File: src/rtl/conv_operand_loader.sv
// conv_operand_loader: byte-stream front end for the combinational convolution core.
// Collects n*n kernel bytes then n*n pixel bytes (row-major, row stride MAX_DIM)
// into two operand buses, holds them for one evaluation cycle, captures the core
// result and returns it over a valid/ready handshake.
//
// Ports:
//   clk, rst_n          clock, synchronous active-low reset
//   cfg_size, start     matrix size code (n = cfg_size+2), begin a load (IDLE only)
//   in_data/valid/ready operand byte stream, kernel bytes first then pixel bytes
//   kernel_bus          signed kernel operand to the core
//   pixel_bus           unsigned pixel operand to the core
//   size_out            latched size code for the core
//   conv_result         core result
//   res_data/valid/ready captured result handshake
//   busy                high whenever the loader is not idle
//
// Optional build macro CONV_RES_CLAMP_EN: clamps the captured result to the
// pixel range [0, 2**DATA_W-1]; otherwise the raw signed result is captured.

module conv_operand_loader #(
   parameter int unsigned DATA_W  = 8,
   parameter int unsigned MAX_DIM = 5,
   parameter int unsigned BUS_W   = MAX_DIM * MAX_DIM * DATA_W,
   parameter int unsigned RES_W   = 16
) (
   input  logic              clk,
   input  logic              rst_n,
   input  logic [1:0]        cfg_size,
   input  logic              start,
   input  logic [DATA_W-1:0] in_data,
   input  logic              in_valid,
   output logic              in_ready,
   output logic [BUS_W-1:0]  kernel_bus,
   output logic [BUS_W-1:0]  pixel_bus,
   output logic [1:0]        size_out,
   input  logic [RES_W-1:0]  conv_result,
   output logic [RES_W-1:0]  res_data,
   output logic              res_valid,
   input  logic              res_ready,
   output logic              busy
);

   localparam int unsigned CNT_W = 3;
   localparam int unsigned IDX_W = $clog2(BUS_W);

   typedef enum logic [2:0] {
      IDLE   = 3'd0,
      LOAD_K = 3'd1,
      LOAD_P = 3'd2,
      EVAL   = 3'd3,
      OUT    = 3'd4
   } state_t;

   state_t             state;
   logic [CNT_W-1:0]   row;
   logic [CNT_W-1:0]   col;
   logic [CNT_W-1:0]   dim_last_c;
   logic [IDX_W-1:0]   bit_idx_c;
   logic [RES_W-1:0]   capture_c;
   logic               accept_c;

   // Last row/col index is n-1 = size code + 1.
   assign dim_last_c = CNT_W'({1'b0, size_out}) + CNT_W'(1);
   // Bit offset of element (row,col) in the fixed 5-column layout.
   assign bit_idx_c  = IDX_W'((32'(row) * MAX_DIM + 32'(col)) * DATA_W);
   assign accept_c   = in_valid && in_ready;

   // Value registered at the end of EVAL.
   always_comb begin
      capture_c = conv_result;
`ifdef CONV_RES_CLAMP_EN
      if (conv_result[RES_W-1]) begin
         capture_c = '0;
      end else if (conv_result > RES_W'((1 << DATA_W) - 1)) begin
         capture_c = RES_W'((1 << DATA_W) - 1);
      end
`endif
   end

   // Control FSM with registered outputs.
   always_ff @(posedge clk) begin
      if (!rst_n) begin
         state      <= IDLE;
         row        <= '0;
         col        <= '0;
         kernel_bus <= '0;
         pixel_bus  <= '0;
         size_out   <= '0;
         res_data   <= '0;
         in_ready   <= 1'b0;
         res_valid  <= 1'b0;
         busy       <= 1'b0;
      end else begin
         case (state)
            IDLE: begin
               if (start) begin
                  size_out   <= cfg_size;
                  kernel_bus <= '0;
                  pixel_bus  <= '0;
                  row        <= '0;
                  col        <= '0;
                  in_ready   <= 1'b1;
                  busy       <= 1'b1;
                  state      <= LOAD_K;
               end
            end
            LOAD_K, LOAD_P: begin
               if (accept_c) begin
                  if (state == LOAD_K) begin
                     kernel_bus[bit_idx_c +: DATA_W] <= in_data;
                  end else begin
                     pixel_bus[bit_idx_c +: DATA_W] <= in_data;
                  end
                  if (col == dim_last_c) begin
                     col <= '0;
                     if (row == dim_last_c) begin
                        row <= '0;
                        if (state == LOAD_K) begin
                           state <= LOAD_P;
                        end else begin
                           in_ready <= 1'b0;
                           state    <= EVAL;
                        end
                     end else begin
                        row <= row + CNT_W'(1);
                     end
                  end else begin
                     col <= col + CNT_W'(1);
                  end
               end
            end
            EVAL: begin
               res_data  <= capture_c;
               res_valid <= 1'b1;
               state     <= OUT;
            end
            OUT: begin
               if (res_ready) begin
                  res_valid <= 1'b0;
                  busy      <= 1'b0;
                  state     <= IDLE;
               end
            end
            default: begin
               in_ready  <= 1'b0;
               res_valid <= 1'b0;
               busy      <= 1'b0;
               state     <= IDLE;
            end
         endcase
      end
   end

endmodule

File: config.mk
export PLATFORM = sky130hd
export DESIGN_NAME = conv_operand_loader
export DESIGN_NICKNAME = d
export VERILOG_FILES = /design/src/rtl/conv_operand_loader.sv
export SDC_FILE = /design/constraint.sdc
export NUM_CORES = 1
export LEC_CHECK = 0
export ABC_CLOCK_PERIOD_IN_PS = 4410
export CORE_UTILIZATION = 50
export CTS_BUF_LIST = sky130_fd_sc_hd__clkbuf_8
export DETAILED_ROUTE_END_ITERATION = 8
export PLACE_DENSITY = 0.84
export SYNTH_ARGS = -nofsm -noshare
export SYNTH_HDL_FRONTEND = slang
export SYNTH_SLANG_ARGS = --single-unit
File: constraint.sdc
create_clock -name clk -period 4.41 [get_ports clk]
set_input_delay 0.882 -clock clk [delete_from_list [all_inputs] [get_ports clk]]
set_output_delay 0.882 -clock clk [all_outputs]
set_load 0.05 [all_outputs]
After elaboration in Yosys (flattened, before gate mapping)
Cells that the tools add are included.
{"block": "totals", "register_bits": 430, "in_bits": 31, "out_inout_bits": 421, "wordCells": 83}
{"block": "op_classes", "addsub": 5, "n_mul": 1, "n_eq_ne": 13, "n_shift": 2, "mux": 33, "bitwise_logic": 3, "reduce_logical": 16}
{"op": "$mux W200", "count": 5}
{"op": "$pmux W200 S2", "count": 2}
{"op": "$bwmux W200", "count": 2}
{"op": "$shift A8 B10 Y200 const A", "count": 1}
{"op": "$shiftx A8 B10 Y200", "count": 1}
{"op": "$mux W3", "count": 11}
{"op": "$ne A2 B2 Y1 const B", "count": 7}
{"op": "$pmux W3 S2", "count": 2}
{"op": "$pmux W3 S4", "count": 1}
{"op": "$reduce_and A4 Y1", "count": 3}
{"op": "$neg A8 Y10", "count": 1}
{"op": "$pmux W1 S3", "count": 3}
{"op": "$mux W1", "count": 7}
{"op": "$add A3 B1 Y3 const B", "count": 2}
{"op": "$eq A3 B2 Y1 const B", "count": 2}
{"op": "$eq A3 B3 Y1", "count": 2}
{"op": "$reduce_and A3 Y1", "count": 2}
{"op": "$reduce_and A6 Y1", "count": 1}
{"op": "$reduce_or A3 Y1", "count": 2}
{"op": "$add A5 B3 Y5", "count": 1}
{"op": "$mul A3 B3 Y5 const B", "count": 1}
{"op": "$reduce_and A5 Y1", "count": 1}
{"op": "$reduce_and A2 Y1", "count": 2}
{"op": "$reduce_or A2 Y1", "count": 2}
{"op": "other kinds (7)", "count": 9}

Longest topological paths before layout
{"block": "depth", "depth_word": 8, "ltp_mapped": 13, "depth_no_buf": 10}

Worst setup path after synthesis
No wires, ideal clock.
{"block": "synth_timing", "path_type": "register -> register", "start": "reg row[2]", "end": "reg pixel_bus[100]", "setup_time_ns": 0.117, "t_arrival_ns": 3.044, "required_ns": 4.293, "setup_slack_ns": 1.250, "path_stages_with_launch": 10, "path_buffers": 0, "period_less_slack_ns": 3.160, "cell_sequence": "dfxtp_1 ha_1 ha_1 fa_1 or2_2 o21a_1 o22a_1 o31ai_4 a21boi_2 a22o_1"}
{"block": "synth_between", "elab_chain_len": 8, "word_cells_on_any_way": 9, "classes_between": "add/sub (2); mul (1); shift (2); mux (4)"}
{"element": "start, declared", "line": "55", "text": "logic [CNT_W-1:0] row;"}
{"element": "start signal, assigned", "line": "125", "text": "row <= row + CNT_W'(1);"}
{"element": "$mul A3 B3 Y5 (*)", "line": "65", "text": "assign bit_idx_c = IDX_W'((32'(row) * MAX_DIM + 32'(col)) * DATA_W);"}
{"element": "$add A5 B3 Y5 (*)", "line": "65"}
{"element": "$neg A8 Y10 (*)", "line": "112", "text": "pixel_bus[bit_idx_c +: DATA_W] <= in_data;"}
{"element": "$shiftx A8 B10 Y200 / $shift A8 B10 Y200 (equally long branches)", "line": "112"}
{"element": "$bwmux W200 (*)", "line": "112"}
{"element": "$mux W200 (*)", "line": "109", "text": "if (state == LOAD_K) begin"}
{"element": "$mux W200 (*)", "line": "108", "text": "if (accept_c) begin"}
{"element": "$pmux W200 S2 (*)", "line": "94", "text": "case (state)"}
{"element": "end signal, assigned by index", "line": "112"}
{"element": "end, declared", "line": "34", "text": "output logic [BUS_W-1:0] pixel_bus,"}
Every way passes the cells marked *; elsewhere a longest branch is shown, timed or not. The select of a mux whose other input is x is not followed.
A chain may end at the register's enable or synchronous reset.

Worst setup path in the final report
{"block": "layout_timing", "start": "reg row[2]", "end": "reg kernel_bus[31]"}
{"block": "layout_between", "elab_chain_len": 8, "word_cells_on_any_way": 9, "classes_between": "add/sub (2); mul (1); shift (2); mux (4)"}
{"element": "$mul A3 B3 Y5 (*)", "line": "65"}
{"element": "$add A5 B3 Y5 (*)", "line": "65"}
{"element": "$neg A8 Y10 (*)", "line": "110", "text": "kernel_bus[bit_idx_c +: DATA_W] <= in_data;"}
{"element": "$shiftx A8 B10 Y200 / $shift A8 B10 Y200 (equally long branches)", "line": "110"}
{"element": "$bwmux W200 (*)", "line": "110"}
{"element": "$mux W200 (*)", "line": "109"}
{"element": "$mux W200 (*)", "line": "108"}
{"element": "$pmux W200 S2 (*)", "line": "94"}
{"element": "end signal, assigned by index", "line": "110"}
{"element": "end, declared", "line": "33", "text": "output logic [BUS_W-1:0] kernel_bus,"}
Marked as above.

==> metrics.md <==
| Metric | Value |
|---|---|
| CTS sink cnt | 430 |
| Ant diodes | 0 |
| # H-tree levels | 3 |
| Least-Margin Pin Slew | 1.037 ns |
| Routed vias/inst | 5.816 |
| Vias in the first global route | 15051 |
| Leak pwr | 8.307 nW |
| Resized cells post-CTS | 0 |
| Number of nets in the layout | 2226 |
| Max VDD drop | 0.2885 mV |
| RSZ-0062 raised after global routing | no |
| Final std cells w/o fill | 2673 |
| Grt total ovfl | 0 |
| Crit Path Category | reg2reg |
| Max-slew violations | 0 |
| Status | finished, final reports clean |
| Crit path max fanout | 16 |
| CP Cell Sequence | ha_1 -> ha_1 -> fa_1 -> nor3_2 -> nand2_1 -> o22ai_2 -> nand3_1 -> nand3_1 -> o21ai_0 |
| Hold depth | 2 |
| Die W | between 150 and 200 um |
| Final setup fails | 0 |
| CTS tree | built |
| Unique masters post-synth | 64 |
| Top FF cell, synth | dfxtp_1 |
| Reg area | 8608 um^2 |
| Area occupied by multi-input gates | 7412 um^2 |
| Fill count | 2454 |
| Mapped Cells | 1755 |
| Number of flops mapped to enable cells by yosys | 0 |
| TritonCTS buffer count | 69 |
| Clk root buf | clkbuf_8 |
| HP Class | reg2reg |
| Worst-path clk slew | 0.06 ns |
| Initial antenna violation count | 0 |
| Setup Fix Bufs, Post-CTS | 0 |
| Critical Path AT | 4.31 ns |
| Via count | 15546 |
| Layout area overhead | 38.03% |
| Period utilization | 88.24% |
| Ys async rst share | 0% |
| WL final | 58.00 mm |
| DRT antenna net count | 0 |
| Syn Std Cell Area | 16580 um^2 |
| CP startpoint kind | flip-flop |
| CTS Hold Bufs | 0 |
| Initial Utilization | about half |
| Clock Path Buffers | 3 |
| Fin Hold WS | 0.4565 ns |
| Largest delay share family, worst path | simple AND/OR/NAND/NOR gates |
| First-pass GRT wire length | 86.82 mm |
| Number of cells on the critical path | 9 |
| Worst skew pair latency | a little under 0.6 ns |
| Core area | 32620 um^2 |
| # rows | 66 |
| FF+latch count, synth | 430 |
| Min Tclk post-route | 3.891 ns |
| Share of cells above drive strength 1 | 8.606% |
| Chip height | 184.1 um |
| DP Cell Count | around 2600 |
| Post-DP HPWL | 39.94 mm |
| Post-synthesis sequential area ratio | 51.93% |
| DRC | 0 |
| Pwr dens | 360.5 nW/um^2 |
| CP max-delay cell | nand3_1 |
| Largest stage delay, worst path | 0.58 ns |
| Slew margin rel. | 30.60% |
| Routed wire per std cell | 21.70 um |
| GRT Total Usage | 33.13% |
| Largest net degree at the start of global routing | 76 |
| CP Buf/Inv Count | 0 |
| I/O pin count | 452 |
| Syn_nets | 1799 |
| DRT iter0 DRCs | approximately 1200 |
| GPL Wtd Cong | around 0.9 |
| R2R cell count | 9 |
| Die area | 33890 um^2 |
| Crit path required time | approximately 4.8 ns |
| # port buffers | ~450 |
| Pre-antenna DRT Iters | 6 |
| MaxCap Viol Count | 0 |
| Max Freq | 0.2570 GHz |
| Hold Fails Final Rpt | 0 |
| Fin Setup TNS | 0 ns |
| Clock Skews | 0.02872 ns |
| Syn Area/Cell | 9.446 um^2 |
| YS warnings | 0 |
| CP endpoint kind | flip-flop |
==> synth_stat cells, drive strengths merged (3+ instances only) <==
| master | number | area, um^2 |
|---|---|---|
| nand2b | 11 | 68.82 |
| nand3 | 143 | 760.7 |
| nor3 | 11 | 80.08 |
| inv | 13 | 48.80 |
| o211a | 3 | 30.03 |
| a21oi | 14 | 85.08 |
| nand3b | 5 | 37.54 |
| a21boi | 44 | 341.6 |
| a32o | 8 | 80.08 |
| o22ai | 114 | 725.7 |
| o2bb2ai | 32 | 280.3 |
| nand2 | 317 | 1190 |
| dfxtp | 430 | 8608 |
| mux2i | 112 | 1121 |
| and2 | 61 | 381.6 |
| clkbuf | 89 | 334.1 |
| o21ai | 60 | 304.0 |
| a31oi | 22 | 150.1 |
| a22oi | 18 | 135.1 |
| a22o | 33 | 289.0 |
| o21a | 3 | 22.52 |
| o221ai | 16 | 140.1 |
| nor2b | 21 | 131.4 |
| and3 | 16 | 100.1 |
| nand4 | 6 | 37.54 |
| o31ai | 11 | 123.9 |
| nor2 | 48 | 195.2 |
| xor2 | 8 | 85.08 |
| buf | 37 | 188.9 |
| ha | 12 | 150.1 |
| xnor2 | 6 | 52.55 |
| a211oi | 5 | 62.56 |
| or2 | 7 | 43.79 |
==> power breakdown <==
part	leakage [nW]	switching, mW	total, mW	internal (mW)
Sequential	3.46	0.0109	3.90	3.89
Combinational	4.01	0.463	0.619	0.155
Clock	0.836	1.60	3.73	2.13
==> logic make-up (layout without fill, tap and decap cells) <==
logic type | after synthesis | in the layout | synth area share (%)
and+or+nand+nor | 653 | 653 | 18.59
AOI/OAI and AO/OA | 393 | 393 | 17.34
xor gates and xnor gates | 14 | 14 | 0.8302
DFF | 430 | 430 | 51.93
adders and majority gates | 13 | 13 | 1.026
muxes | 113 | 113 | 6.831
buffers and inverters | 139 | 615 | 3.449
==> final cells by class <==
class / instances / share of cell area, %
sequential: 430 / 37.62
multi-input combinational: 1186 / 32.39
timing repair buffer: 482 / 20.76
clock buffer: 90 / 5.414
tap: 442 / 2.417
clock inverter: 30 / 1.176
inverter: 13 / 0.2133
==> layer usage <==
metal	vias to the layer above	part of all wire, %	global-route usage (%)
li1	7116	-	-
met4	0	5.0	18.57
met3	164	8.7	7.983
met1	7503	40	39.90
met5	-	0	0
met2	763	47	54.20
==> path summary, 6_finish.rpt <==
| path | from | to | slack, ns |
|---|---|---|---|
| worst max-delay path | row[2] | kernel_bus[31] | 0.52 |
| worst min-delay path | kernel_bus[105] | kernel_bus[105] | 0.46 |
| worst max register to register | row[2] | kernel_bus[31] | 0.52 |
| worst min register to register | kernel_bus[105] | kernel_bus[105] | 0.46 |
==> tightest hold or removal path: cells and delay by family, from the launching register on <==
kind	cells	cell delay, ns
compound gates	1	0.05
flops	1	0.31
simple gates	1	0.05
==> stage by stage <==
stage	area [um^2]	power, mW	util, %	setup slack [ns]
after floorplan	16580	4.382	-	1.250
after global placement	21370	4.583	65.52	0.6903
after detailed placement	21370	4.590	65.52	0.5866
after CTS	22880	8.261	70.15	0.5772
after global routing	22880	8.484	70.15	0.2591
final	22880	8.249	70.15	0.5188
==> flip-flops by register name, indices dropped and copies added (netlist names) <==
register,cells
kernel_bus,200
pixel_bus,200
res_data,16
col,3
row,3
state,3
size_out,2
busy,1
in_ready,1
res_valid,1
==> layout by cell type (no fill, tap or decap), types with 6 or more instances in the layout <==
cell type,instances
a21oi_1,10
or2_2,7
o22ai_1,112
a22oi_1,18
nor2_2,7
and2_1,59
a21boi_0,40
dfxtp_1,430
clkdlybuf4s50_1,450
o2bb2ai_1,32
o31ai_1,8
and3_1,16
buf_4,31
nand2_1,316
nor3_1,6
clkbuf_8,91
mux2i_1,112
nand2b_1,11
nand4_1,6
nor2b_1,21
inv_1,29
xor2_1,6
ha_1,12
o221ai_1,16
a32o_1,8
nor2_1,41
a22o_1,33
o21ai_0,58
nand3_1,134
nand3_2,9
a31oi_1,20
xnor2_1,6
No activity file was read; power rests on OpenSTA's default activity.
